<file path="src/rtl/pc_sequencer_if.sv">
// Sequencer control bundle: decoded instruction fields and branch flags in, PC/memory/regfile/CSR strobes out.
// Purely combinational signal grouping; no flow control.
interface pc_sequencer_if;
    logic [6:0] opcode;
    logic [2:0] func3;
    logic       br_eq;
    logic       br_lt;
    logic       br_ltu;
    logic       intr;
    logic       mie;

    logic       pc_rst;
    logic       PCWrite;
    logic [2:0] pcSource;
    logic       memRDEN1;
    logic       memRDEN2;
    logic       memWE2;
    logic       regWrite;
    logic [1:0] rf_wr_sel;
    logic       csr_WE;
    logic       int_taken;
    logic       mret_exec;

    modport master (
        input  opcode, func3, br_eq, br_lt, br_ltu, intr, mie,
        output pc_rst, PCWrite, pcSource, memRDEN1, memRDEN2, memWE2,
               regWrite, rf_wr_sel, csr_WE, int_taken, mret_exec
    );

    modport slave (
        output opcode, func3, br_eq, br_lt, br_ltu, intr, mie,
        input  pc_rst, PCWrite, pcSource, memRDEN1, memRDEN2, memWE2,
               regWrite, rf_wr_sel, csr_WE, int_taken, mret_exec
    );
endinterface

</file>
<file path="src/rtl/pc_sequencer.sv">
// Multi-cycle OTTER control FSM: 2 cycles per instruction, 3 for loads, +1 on trap entry.
// Outputs are combinational from state and current instruction; no backpressure, the core always advances.
module pc_sequencer (
    input  logic          CLK,
    input  logic          RST_N,
    pc_sequencer_if.master bus
);

    localparam logic [6:0] OP_LUI    = 7'b0110111;
    localparam logic [6:0] OP_AUIPC  = 7'b0010111;
    localparam logic [6:0] OP_IMM    = 7'b0010011;
    localparam logic [6:0] OP_OP     = 7'b0110011;
    localparam logic [6:0] OP_JAL    = 7'b1101111;
    localparam logic [6:0] OP_JALR   = 7'b1100111;
    localparam logic [6:0] OP_BRANCH = 7'b1100011;
    localparam logic [6:0] OP_STORE  = 7'b0100011;
    localparam logic [6:0] OP_LOAD   = 7'b0000011;
    localparam logic [6:0] OP_SYSTEM = 7'b1110011;

    typedef enum logic [2:0] {
        S_INIT  = 3'd0,
        S_FETCH = 3'd1,
        S_EXEC  = 3'd2,
        S_WB    = 3'd3,
        S_INTR  = 3'd4
    } state_t;

    state_t state;
    state_t next_state;
    logic   br_taken;
    logic   is_mret;
    logic   trap_req;

    assign is_mret  = (bus.opcode == OP_SYSTEM) && (bus.func3 == 3'b000);
    assign trap_req = bus.intr && bus.mie;

    always_comb begin
        br_taken = 1'b0;
        case (bus.func3)
            3'b000:  br_taken =  bus.br_eq;
            3'b001:  br_taken = !bus.br_eq;
            3'b100:  br_taken =  bus.br_lt;
            3'b101:  br_taken = !bus.br_lt;
            3'b110:  br_taken =  bus.br_ltu;
            3'b111:  br_taken = !bus.br_ltu;
            default: br_taken = 1'b0;
        endcase
    end

    always_ff @(posedge CLK) begin
        if (!RST_N) state <= S_INIT;
        else        state <= next_state;
    end

    // mret returns straight to FETCH so the restored PC is fetched before any new trap
    always_comb begin
        next_state = S_INIT;
        case (state)
            S_INIT:  next_state = S_FETCH;
            S_FETCH: next_state = S_EXEC;
            S_EXEC: begin
                if (bus.opcode == OP_LOAD)      next_state = S_WB;
                else if (is_mret)               next_state = S_FETCH;
                else if (trap_req)              next_state = S_INTR;
                else                            next_state = S_FETCH;
            end
            S_WB:    next_state = trap_req ? S_INTR : S_FETCH;
            S_INTR:  next_state = S_FETCH;
            default: next_state = S_INIT;
        endcase
    end

    always_comb begin
        bus.pc_rst    = 1'b0;
        bus.PCWrite   = 1'b0;
        bus.pcSource  = 3'd0;
        bus.memRDEN1  = 1'b0;
        bus.memRDEN2  = 1'b0;
        bus.memWE2    = 1'b0;
        bus.regWrite  = 1'b0;
        bus.rf_wr_sel = 2'd0;
        bus.csr_WE    = 1'b0;
        bus.int_taken = 1'b0;
        bus.mret_exec = 1'b0;
        case (state)
            S_INIT:  bus.pc_rst   = 1'b1;
            S_FETCH: bus.memRDEN1 = 1'b1;
            S_EXEC: begin
                bus.PCWrite = 1'b1;
                case (bus.opcode)
                    OP_LUI, OP_AUIPC, OP_IMM, OP_OP: begin
                        bus.regWrite  = 1'b1;
                        bus.rf_wr_sel = 2'd3;
                    end
                    OP_JAL: begin
                        bus.regWrite = 1'b1;
                        bus.pcSource = 3'd3;
                    end
                    OP_JALR: begin
                        bus.regWrite = 1'b1;
                        bus.pcSource = 3'd1;
                    end
                    OP_BRANCH: bus.pcSource = br_taken ? 3'd2 : 3'd0;
                    OP_STORE:  bus.memWE2   = 1'b1;
                    OP_LOAD: begin
                        bus.memRDEN2 = 1'b1;
                        bus.PCWrite  = 1'b0;
                    end
                    OP_SYSTEM: begin
                        if (is_mret) begin
                            bus.pcSource  = 3'd5;
                            bus.mret_exec = 1'b1;
                        end else if (bus.func3 == 3'b001 || bus.func3 == 3'b010 ||
                                     bus.func3 == 3'b011) begin
                            bus.csr_WE    = 1'b1;
                            bus.regWrite  = 1'b1;
                            bus.rf_wr_sel = 2'd1;
                        end
                    end
                    default: ;
                endcase
            end
            S_WB: begin
                bus.regWrite  = 1'b1;
                bus.rf_wr_sel = 2'd2;
                bus.PCWrite   = 1'b1;
            end
            S_INTR: begin
                bus.PCWrite   = 1'b1;
                bus.pcSource  = 3'd4;
                bus.int_taken = 1'b1;
            end
            default: ;
        endcase
    end

endmodule

</file>
<file path="src/flat_wrapper.sv">
// flat-port wrapper written by rule: the top's interface ports become plain ports
module pc_sequencer_flat 
  (CLK, RST_N, bus_opcode, bus_func3, bus_br_eq, bus_br_lt, bus_br_ltu, bus_intr, bus_mie, bus_pc_rst, bus_PCWrite, bus_pcSource, bus_memRDEN1, bus_memRDEN2, bus_memWE2, bus_regWrite, bus_rf_wr_sel, bus_csr_WE, bus_int_taken, bus_mret_exec);
  pc_sequencer_if bus_i ();
  input  logic CLK;
  input  logic RST_N;
  input wire logic [$bits(bus_i.opcode)-1:0] bus_opcode;
  input wire logic [$bits(bus_i.func3)-1:0] bus_func3;
  input wire logic [$bits(bus_i.br_eq)-1:0] bus_br_eq;
  input wire logic [$bits(bus_i.br_lt)-1:0] bus_br_lt;
  input wire logic [$bits(bus_i.br_ltu)-1:0] bus_br_ltu;
  input wire logic [$bits(bus_i.intr)-1:0] bus_intr;
  input wire logic [$bits(bus_i.mie)-1:0] bus_mie;
  output wire logic [$bits(bus_i.pc_rst)-1:0] bus_pc_rst;
  output wire logic [$bits(bus_i.PCWrite)-1:0] bus_PCWrite;
  output wire logic [$bits(bus_i.pcSource)-1:0] bus_pcSource;
  output wire logic [$bits(bus_i.memRDEN1)-1:0] bus_memRDEN1;
  output wire logic [$bits(bus_i.memRDEN2)-1:0] bus_memRDEN2;
  output wire logic [$bits(bus_i.memWE2)-1:0] bus_memWE2;
  output wire logic [$bits(bus_i.regWrite)-1:0] bus_regWrite;
  output wire logic [$bits(bus_i.rf_wr_sel)-1:0] bus_rf_wr_sel;
  output wire logic [$bits(bus_i.csr_WE)-1:0] bus_csr_WE;
  output wire logic [$bits(bus_i.int_taken)-1:0] bus_int_taken;
  output wire logic [$bits(bus_i.mret_exec)-1:0] bus_mret_exec;
  assign bus_i.opcode = bus_opcode;
  assign bus_i.func3 = bus_func3;
  assign bus_i.br_eq = bus_br_eq;
  assign bus_i.br_lt = bus_br_lt;
  assign bus_i.br_ltu = bus_br_ltu;
  assign bus_i.intr = bus_intr;
  assign bus_i.mie = bus_mie;
  assign bus_pc_rst = bus_i.pc_rst;
  assign bus_PCWrite = bus_i.PCWrite;
  assign bus_pcSource = bus_i.pcSource;
  assign bus_memRDEN1 = bus_i.memRDEN1;
  assign bus_memRDEN2 = bus_i.memRDEN2;
  assign bus_memWE2 = bus_i.memWE2;
  assign bus_regWrite = bus_i.regWrite;
  assign bus_rf_wr_sel = bus_i.rf_wr_sel;
  assign bus_csr_WE = bus_i.csr_WE;
  assign bus_int_taken = bus_i.int_taken;
  assign bus_mret_exec = bus_i.mret_exec;
  pc_sequencer u_core (.CLK(CLK), .RST_N(RST_N), .bus(bus_i));
endmodule
</file>
<file path="config.mk">
export PLATFORM = sky130hd
export DESIGN_NAME = pc_sequencer_flat
export DESIGN_NICKNAME = d
export VERILOG_FILES = /design/src/rtl/pc_sequencer_if.sv /design/src/rtl/pc_sequencer.sv /design/src/flat_wrapper.sv
export SDC_FILE = /design/constraint.sdc
export NUM_CORES = 1
export LEC_CHECK = 0
export BUFFER_PORTS_ARGS = -buffer_cell sky130_fd_sc_hd__buf_2
export CORE_AREA = 2 2 39 41
export CTS_CLUSTER_DIAMETER = 60
export DETAILED_ROUTE_END_ITERATION = 10
export DIE_AREA = 0 0 41 43
export HOLD_SLACK_MARGIN = 0.1
export PLACE_DENSITY = 0.64
export SKIP_CTS_REPAIR_TIMING = 1
export SYNTH_ARGS = -nofsm -noshare
export SYNTH_HDL_FRONTEND = slang
export SYNTH_SLANG_ARGS = --single-unit
</file>
<file path="constraint.sdc">
create_clock -name CLK -period 3.6 [get_ports CLK]
set_input_delay 0.18 -clock CLK [delete_from_list [all_inputs] [get_ports CLK]]
set_output_delay 0.18 -clock CLK [all_outputs]
set_load 0.005 [all_outputs]
</file>
# Word level (Yosys, flattened, before mapping)
# Index checks and enable logic that the tools add are counted.
dict set report classes {
  n_eq_ne 21
  muxes 31
  reduce_logical 13
}
# cell count
set ops {}
lappend ops {{$eq 7x7->1 const B} 4}
lappend ops {{$pmux 3 s4} 2}
lappend ops {{$eq 7x6->1 const B} 3}
lappend ops {{$mux 1} 16}
lappend ops {{$eq 3x3->1 const B} 5}
lappend ops {{$eq 7x5->1 const B} 2}
lappend ops {{$eq 3x2->1 const B} 4}
lappend ops {{$mux 3} 4}
lappend ops {{$pmux 2 s2} 2}
lappend ops {{$eq 7x2->1 const B} 1}
lappend ops {{$eq 3x1->1 const B} 2}
lappend ops {{$logic_not 3->1} 2}
lappend ops {{$pmux 1 s2} 3}
lappend ops {{$pmux 1 s6} 1}
lappend ops {{$pmux 3 s2} 1}
lappend ops {{$reduce_or 6->1} 1}
lappend ops {{$mux 2} 2}
lappend ops {{$reduce_or 2->1} 2}
lappend ops {{$reduce_or 4->1} 1}
lappend ops {{$logic_not 1->1} 3}
lappend ops {{$logic_and 1x1->1} 2}
lappend ops {{$logic_or 1x1->1} 2}
dict set report totals {
  ff_bits 3
  in_bits 17
  out_inout_bits 14
  wordCells 66
}

# Longest topological paths before layout
# Gate-level depths: netlist of run 1.
dict set report depth {
  word_depth 7
  ltp_mapped 5
  mapped_depth_nobuf 4
}

# Worst setup path after synthesis of run 1
# Ideal clock, no wire load.
dict set report synth_timing {
  path_type {flip-flop to output port}
  startpoint {register u_core.state[0]}
  endpoint {output port bus_regWrite}
  t_arrival_ns 1.536
  required_time_ns 3.420
  slack_ns 1.884
  path_stages_with_launch 6
  n_path_buf 1
  path_cell_list {dfxtp_1 > buf_2 > or3b_4 > or4b_4 > clkinv_2 > a211o_1}
}
dict set report synth_via {
  elab_chain_len 2
  elab_cells_between_ends 3
  cone_classes {2 x eq/ne; 1 x mux}
}
# element line_no
set synth_rtl {}
lappend synth_rtl {{start: declaration} pc_sequencer.sv:28} ;# state_t state;
lappend synth_rtl {{start signal: assignment} pc_sequencer.sv:52} ;# else state <= next_state;
lappend synth_rtl {{$eq 3x2->1} pc_sequencer.sv:85} ;# case (state)
lappend synth_rtl {{$pmux 1 s2 (*)} pc_sequencer.sv:85}
lappend synth_rtl {{end: declaration} flat_wrapper.sv:20} ;# output wire logic [$bits(bus_i.regWrite)-1:0] bus_regWrite;
# Every way passes the cells marked *; elsewhere a longest branch is shown, timed or not.

# Final worst setup path of run 1
dict set report layout_timing {
  startpoint {register u_core.state[1]}
  endpoint {output port bus_regWrite}
}
# Same word-level chain as after synthesis.

==> metrics.yaml, run 1 <==
sta:
  finalClockSkew_ns: 0.00293
  hold_ws_ns: 0.203
  tns_ns: 0
  max_slew_margin_pct: 73.3
  max_freq_ghz: 0.481
  period_share_pct: 57.7
  setup_viol: 0
  maxSlewViolCount: 0
  hold_violations: 0
  rsz0062_at_grt: "false"
  tightest_slew_ns: 0.397
  period_needed_ns: 2.08
floorplan:
  die_y_um: 43
  placementRows: 14
  floorplan.initialDensity_pct: 29.4
  ios: 31
  core_area_um2: 1380
  die_width_um: 41
  die-area_um2: 1760
global_route:
  grt_pass1_vias: 454
  grt_first_pass_wirelength_mm: 1.72
  grt_max_degree: 10
  grt_overflow_total: 0
  grtUsageTotal_pct: 13.7
  antenna_found_initial: 0
cells_and_area:
  largest_register: "u_core.state"
  area_growth_pct: 47.1
  final_cell_mix: "buf_2, nand2_1, nor2_1, nor3_1"
  fin_util_pct: 43.2
  layout.cells.non_filler: 105
  nets: 107
  largest_reg_flops: 3
  n_antenna_cell: 0
  final_layout_size_suffix_gt1_share_pct: 42.7
  final_common_cell: "buf_2"
  biggestRegsByFlops: "u_core.state x3"
clocking:
  ctsRootBufferMaster: "clkbuf_4"
  cts_buffer_depth: 2
  cts_tree: "built"
  clkSlewWorstSetupHoldPaths_ns: 0.04
  numCtsBuffers: 3
  insertion_delay_ns: 0.24
  cts_max_level: 1
  clock-sinks: 3
worst_setup_path:
  startpoint_type: "flop"
  worstSetupEndpointType: "output port"
  r2r_cells: 3
  crit_type: "flop to output port"
  reg2reg_slack_ns: 2.49
  required_ns: 3.42
  rr_startpoint: "u_core.state[0]"
  reg2reg_to: "u_core.state[1]"
  critPathLaunch: "u_core.state[1]"
  cp.arrival_ns: 1.90
  crit_fanout: 6
routing:
  totalWireLength_mm: 1.11
  drt_first_pass_iters: 2
  num_vias: 529
  ant_nets: 0
  viasPerCell: 5.04
  drc: 0
  drtIter0Drc: 7
  route.detailed.wl_per_inst_um: 10.5
yosys:
  synthAdderAreaFrac_pct: 0
  ys.warnings.count: 0
  avgSynthCellArea_um2: 7.26
  synth_compound_area_share_pct: 13.8
  yosys-mux-area-fraction_pct: 4.92
  syn_area_um2: 407
  synth-seq-cells: 3
  postSynthCellCount: 56
  syn_nets: 73
  synth_top_family_by_area: "simple AND/OR/NAND/NOR gates"
  synth_seq_area_share_pct: 14.8
  synth_cell_type_count: 29
  synth_ff_type: "dfxtp_1"
  synth-edff-count: 0
  yosys.area_share.simple_pct: 56.9
  ys_async_sr_fraction_pct: 0
  synth_xor_area_share_pct: 4.31
worst_hold_path:
  min-delay-start: "bus_mie"
  hold_class: "input pin to flop"
  min_to: "u_core.state[2]"
  hold_depth: 3
pwr:
  p_per_area_nw_per_um2: 240
  leakage_nw: 0.318
  totalPowerFinal_mw: 0.143
  vdd_drop_max_mv: 0.139
placement:
  gp_congestion: 0.725
  dp_hpwl_um: 907
  placed_cells: 101
  portBuffers: 30
outcome:
  status: "completed"
job:
  maxCapViolations: 0
-- power by group --
| group | total (mW) | internal (mW) | switching (mW) | leakage (nW) |
|---|---|---|---|---|
| clock | 0.0619 | 0.0417 | 0.0202 | 0.0150 |
| sequential | 0.0403 | 0.0358 | 0.00448 | 0.0247 |
| combinational | 0.0412 | 0.0208 | 0.0204 | 0.278 |
| total | 0.143 | 0.0983 | 0.0450 | 0.318 |
-- layout make-up --
class,count,area [um^2]
flip-flops and latches,3,60.1
well taps,16,20.0
repair buffers,30,150
inverters,4,16.3
fillers,147,786
multi-input cells,48,325
clock buffers,4,26.3
-- layer usage --
metal  global-route usage [%]  share of wire (%)  up-vias
li1                         -                  -      278
met1                     16.6                 43      228
met2                     22.8                 48       23
met3                     4.71                8.6        0
met4                     2.00                  0        0
met5                        0                  0        -
-- per-stage QoR --
step / instance area, um^2 / setup slack (ns)
global route: 598 / 1.44
finish: 598 / 1.52
detailed placement: 572 / 1.77
CTS: 598 / 1.51
floorplan: 407 / 1.88
global placement: 572 / 1.79
-- worst max path at each step --
stage	slack, ns	depth (start not counted)	end
3_5_place_dp	1.77	5	bus_pcSource[1]
2_1_floorplan	1.88	5	bus_regWrite
4_1_cts	1.51	5	bus_pcSource[1]
5_1_grt	1.44	5	bus_pcSource[1]
3_3_place_gp	1.79	5	bus_pcSource[1]
6_report	1.52	5	bus_regWrite
-- worst max-delay path, cell delays in order, from the launching register on --
cell and delay (ns):
dfxtp_1 0.40, or3b_4 0.44, or4b_4 0.56, clkinv_2 0.06
a211o_1 0.08, buf_2 0.10
-- kinds of logic (layout without fill, tap and decap cells) --
| group | Yosys count | count (layout) |
|---|---|---|
| compound gates | 8 | 8 |
| simple gates | 36 | 36 |
| buf+inv | 5 | 38 |
| flops | 3 | 3 |
| xor+xnor | 2 | 2 |
| mux | 2 | 2 |
-- cell usage after synthesis (2+ instances only) --
master    n  area (um^2)
mux2i_1   2         20.0
dfxtp_1   3         60.1
nor3b_1   2         15.0
nand4_1   2         12.5
nand4b_1  2         17.5
nor4_2    2         25.0
nand2_1   9         33.8
inv_1     3         11.3
or4_1     2         15.0
nor4_1    3         18.8
nor2_1    4         15.0
o21ai_0   2         10.0
nor3_1    4         20.0
(Power assumes the default switching activity.)
==> inputs of run 2 (changes only) <==
clock period = 2.05 ns   (was 3.6 ns; I/O delays follow)
==> run 2 against run 1 <==
Against the previous run:
- non-clock buffer count stayed put
- sequential share of layout area is 0.16 points higher
- count of clock-buffer cells in the layout stayed put
- critical path type unchanged
==> metrics.yaml, run 2 (synthesis gave the netlist of run 1 again) <==
clocking:
  insertion_delay_ns: 0.24  # about the same
  cts_tree: "built"
  clkSlewWorstSetupHoldPaths_ns: 0.04  # about the same
  ctsRootBufferMaster: "clkbuf_4"
  clock-sinks: 3  # unchanged
  numCtsBuffers: 3  # unchanged
  cts_max_level: 1  # unchanged
  cts_buffer_depth: 2  # unchanged
sta:
  tightest_slew_ns: 0.311  # -0.0859 ns
  rsz0062_at_grt: "false"
  finalClockSkew_ns: 0.00514  # +0.00222 ns
  tns_ns: 0  # unchanged
  max_freq_ghz: 0.506
  setup_viol: 0  # unchanged
  hold_ws_ns: 0.124  # -0.0799 ns
  hold_violations: 0  # unchanged
  period_share_pct: 96.5
  period_needed_ns: 1.98
  max_slew_margin_pct: 79.1  # +5.8 points
  maxSlewViolCount: 0  # unchanged
routing:
  num_vias: 529  # unchanged
  ant_nets: 0  # unchanged
  drtIter0Drc: 8  # +1
  drt_first_pass_iters: 2  # unchanged
  drc: 0  # unchanged
  totalWireLength_mm: 1.13  # +2.4%
  viasPerCell: 5.04  # unchanged
  route.detailed.wl_per_inst_um: 10.8  # +2.4%
worst_setup_path:
  cp.arrival_ns: 1.88  # -0.02 ns
  cp_slowest_cell: "or4b_4"
  startpoint_type: "flop"
  worstSetupEndpointType: "output port"
  cp_top_family: "simple AND/OR/NAND/NOR gates"
  reg2reg_to: "u_core.state[1]"
  rr_startpoint: "u_core.state[0]"
  r2r_cells: 3  # unchanged
  crit_fanout: 7  # +1
  required_ns: 1.95  # -1.47 ns
  crit_buf_inv: 2  # unchanged
  max_stage_delay_ns: 0.56  # about the same
  crit_type: "flop to output port"
  crit_chain: "or3b_4 > or4b_4 > clkinv_2 > a211o_1 > buf_2"
  reg2reg_slack_ns: 0.95  # -1.54 ns
floorplan:
  floorplan.initialDensity_pct: 29.4  # unchanged
  die_width_um: 41  # unchanged
  core_area_um2: 1380  # unchanged
  placementRows: 14  # unchanged
  ios: 31  # unchanged
  die-area_um2: 1760  # unchanged
  die_y_um: 43  # unchanged
cells_and_area:
  biggestRegsByFlops: "u_core.state x3"
  largest_reg_flops: 3  # unchanged
  area_growth_pct: 50.8
  final_common_cell: "buf_2"
  final_layout_size_suffix_gt1_share_pct: 46.1  # +3.4 points
  nets: 107  # unchanged
  n_antenna_cell: 0  # unchanged
  final_cell_mix: "buf_2, nand2_1, nor2_1, nor3_1"
  fin_util_pct: 44.3  # +1.1 points
  largest_register: "u_core.state"
placement:
  dp_hpwl_um: 907  # unchanged
  gp_congestion: 0.726  # about the same
  portBuffers: 30  # unchanged
worst_hold_path:
  min-delay-start: "bus_mie"
  min_to: "u_core.state[2]"
  hold_depth: 3  # unchanged
  hold_class: "input pin to flop"
global_route:
  grt_pass1_vias: 454  # unchanged
  grt_first_pass_wirelength_mm: 1.72  # unchanged
  grt_max_degree: 10  # unchanged
  antenna_found_initial: 0  # unchanged
  grtUsageTotal_pct: 13.7  # unchanged
  grt_overflow_total: 0  # unchanged
pwr:
  p_per_area_nw_per_um2: 419  # +75%
  totalPowerFinal_mw: 0.257  # +79%
  leakage_nw: 0.324  # +2.1%
  vdd_drop_max_mv: 0.251  # +81%
outcome:
  status: "completed"
job:
  maxCapViolations: 0  # unchanged
==> run 2: cell type report <==
class | instances | area, um^2
clock buffer | 4 | 26.3
multi-input combinational | 48 | 338
tap | 16 | 20.0
sequential | 3 | 62.6
timing repair buffer | 30 | 150
fill | 143 | 771
inverter | 4 | 16.3
==> run 2: where the power goes <==
part           switching (mW)  internal, mW
logic                  0.0377        0.0369
registers             0.00820        0.0637
clock network          0.0368        0.0734
==> run 2: stage by stage <==
step | cell area, um^2 | setup slack, ns | instances
after floorplan | 407 | 0.412 | 56
after global placement | 572 | 0.317 | 101
after detailed placement | 572 | 0.302 | 101
after CTS | 598 | 0.0400 | 105
after global routing | 613 | 0.0201 | 105
final | 613 | 0.0722 | 105
==> run 2: per-layer routing <==
metal  global-route usage (%)  vias up  routed length [um]
met5                        0        -                   0
met4                     2.00        0                   0
met3                     4.71        0                  95
met2                     22.8       23                 549
met1                     16.6      228                 488
li1                         -      278                   -
==> run 2: how the worst max path moves through the flow <==
stage                         start              end  slack, ns  depth (start not counted)
floorplan           u_core.state[0]     bus_regWrite       0.41                          5
global placement    u_core.state[1]  bus_pcSource[1]       0.32                          5
detailed placement  u_core.state[1]  bus_pcSource[1]       0.30                          5
CTS                 u_core.state[1]  bus_pcSource[1]       0.04                          5
global route        u_core.state[2]     bus_regWrite       0.02                          5
finish              u_core.state[2]     bus_regWrite       0.07                          5
==> run 2: worst min-delay path, stage by stage <==
cell and delay (ns):
buf_2 0.10, nand4_1 0.07, nor3_1 0.04
==> inputs of run 3 (changes only) <==
PLACE_DENSITY = unset   (was 0.64)
==> run 3 against run 2 <==
Against the previous run:
- critical path depth is the same
- sequential power shrank 0.6%
- utilization fell by 0.99 points
- final cell count did not move
- first-iteration DRC count grew 13%
- clock skew down 0.0026 ns
- sequential cell count is the same
- setup slack improved by 0.0049 ns
- clock power decreased by 6%
- register-to-register slack lost 0.03 ns
- die area did not move
- fmax grew 0.25%
- critical path type unchanged
==> metrics.yaml, run 3 (synthesis gave the netlist of run 1 again) <==
sta:
  hold_violations: 0  # unchanged
  setup_viol: 0  # unchanged
  max_freq_ghz: 0.507  # +0.25%
  tns_ns: 0  # unchanged
  period_needed_ns: 1.97  # -0.00495 ns
  fin_ws_ns: 0.0771  # +0.00495 ns
  finalClockSkew_ns: 0.00250  # -0.00264 ns
  maxSlewViolCount: 0  # unchanged
  tightest_slew_ns: 0.397  # +0.0855 ns
  period_share_pct: 96.2  # -0.24 points
  max_slew_margin_pct: 73.3  # -5.7 points
placement:
  dp_hpwl_um: 914  # +0.82%
  portBuffers: 30  # unchanged
  place_ws_ns: 0.298  # -0.00400 ns
  gp_congestion: 0.761  # +4.9%
pwr:
  vdd_drop_max_mv: 0.152  # -40%
  leakage_nw: 0.318  # -1.9%
  p_per_area_nw_per_um2: 412  # -1.5%
routing:
  totalWireLength_mm: 1.13  # about the same
  num_vias: 530  # +0.19%
  route.detailed.wl_per_inst_um: 10.8  # about the same
  ant_nets: 0  # unchanged
  viasPerCell: 5.05  # +0.19%
  drtIter0Drc: 9  # +1
  drc: 0  # unchanged
  drt_first_pass_iters: 2  # unchanged
clocking:
  numCtsBuffers: 3  # unchanged
  insertion_delay_ns: 0.23  # about the same
  clkSlewWorstSetupHoldPaths_ns: 0.04  # about the same
  cts_buffer_depth: 2  # unchanged
  clock-sinks: 3  # unchanged
  ctsRootBufferMaster: "clkbuf_4"
  cts_max_level: 1  # unchanged
  cts_tree: "built"
floorplan:
  die_width_um: 41  # unchanged
  ios: 31  # unchanged
  die-area_um2: 1760  # unchanged
  die_y_um: 43  # unchanged
  floorplan.initialDensity_pct: 29.4  # unchanged
  core_area_um2: 1380  # unchanged
  placementRows: 14  # unchanged
cells_and_area:
  final_layout_size_suffix_gt1_share_pct: 43.8  # -2.2 points
  nets: 107  # unchanged
  n_antenna_cell: 0  # unchanged
  largest_reg_flops: 3  # unchanged
  largest_register: "u_core.state"
  biggestRegsByFlops: "u_core.state x3"
  area_growth_pct: 47.4
  final_cell_mix: "buf_2, nand2_1, nor2_1, nor3_1"
  final_common_cell: "buf_2"
global_route:
  grt_first_pass_wirelength_mm: 1.70  # -1.2%
  grtUsageTotal_pct: 13.9  # +0.20 points
  grt_pass1_vias: 428  # -5.7%
  grt_overflow_total: 0  # unchanged
  antenna_found_initial: 0  # unchanged
  grt_max_degree: 10  # unchanged
worst_setup_path:
  r2r_cells: 3  # unchanged
  startpoint_type: "flop"
  crit_fanout: 9  # +2
  crit_chain: "or3b_4 > or4b_4 > clkinv_2 > a211o_1 > buf_2"
  required_ns: 1.95  # about the same
  crit_type: "flop to output port"
  cp_slowest_cell: "or4b_4"
  cp_top_family: "simple AND/OR/NAND/NOR gates"
  max_stage_delay_ns: 0.56  # about the same
  crit_buf_inv: 2  # unchanged
  worstSetupEndpointType: "output port"
  cp.arrival_ns: 1.87  # about the same
  path_depth: 5  # unchanged
outcome:
  status: "completed"
job:
  maxCapViolations: 0  # unchanged
worst_hold_path:
  hold_depth: 3  # unchanged
  hold_class: "input pin to flop"
-- run 3: cell counts in the layout (fill, tap and decap cells not counted) --
No cell type changed its count.
-- run 3: metrics by stage --
stage          power (mW)  utilization, %  cell area, um^2  hold slack, ns  cells
5_1_grt             0.268            43.3              599           0.124    105
4_1_cts             0.253            43.2              598           0.122    105
2_1_floorplan       0.108               -              407           0.236     56
3_3_place_gp        0.143            41.3              572           0.370    101
3_5_place_dp        0.144            41.3              572           0.367    101
6_report            0.247            43.3              599           0.133    105
-- run 3: where the power goes --
part           total (mW)  internal, mW  switching [mW]
Clock               0.103        0.0729          0.0305
Combinational      0.0722        0.0366          0.0356
Sequential         0.0715        0.0632         0.00822
Total               0.247         0.173          0.0744
-- run 3: final timing paths --
path / start / end / slack, ns
setup / recovery: u_core.state[0] / bus_regWrite / 0.08
hold / removal: bus_mie / u_core.state[2] / 0.13
setup reg to reg: u_core.state[0] / u_core.state[1] / 0.92
hold reg to reg: u_core.state[2] / u_core.state[1] / 0.56
-- run 3: layout make-up --
type	count	area [um^2]
repair buffers	30	150
multi-input cells	48	325
clock buffers	4	26.3
flip-flops and latches	3	61.3
inverters	4	16.3
well taps	16	20.0
fillers	159	785
-- run 3: worst register-to-register path, stage by stage, from the launching register on --
cell,delay (ns)
dfxtp_1,0.38
nor4_2,0.38
mux2i_1,0.12
nor3b_1,0.17
-- run 3: routing by layer --
metal | up-vias | share of wire [%] | GRT usage, % | wire length (um)
met5 | - | 0 | 0 | 0
met4 | 0 | 0 | 6.00 | 0
met3 | 0 | 6.6 | 4.71 | 75
met2 | 21 | 49 | 20.9 | 555
met1 | 231 | 44 | 17.2 | 503
li1 | 278 | - | - | -
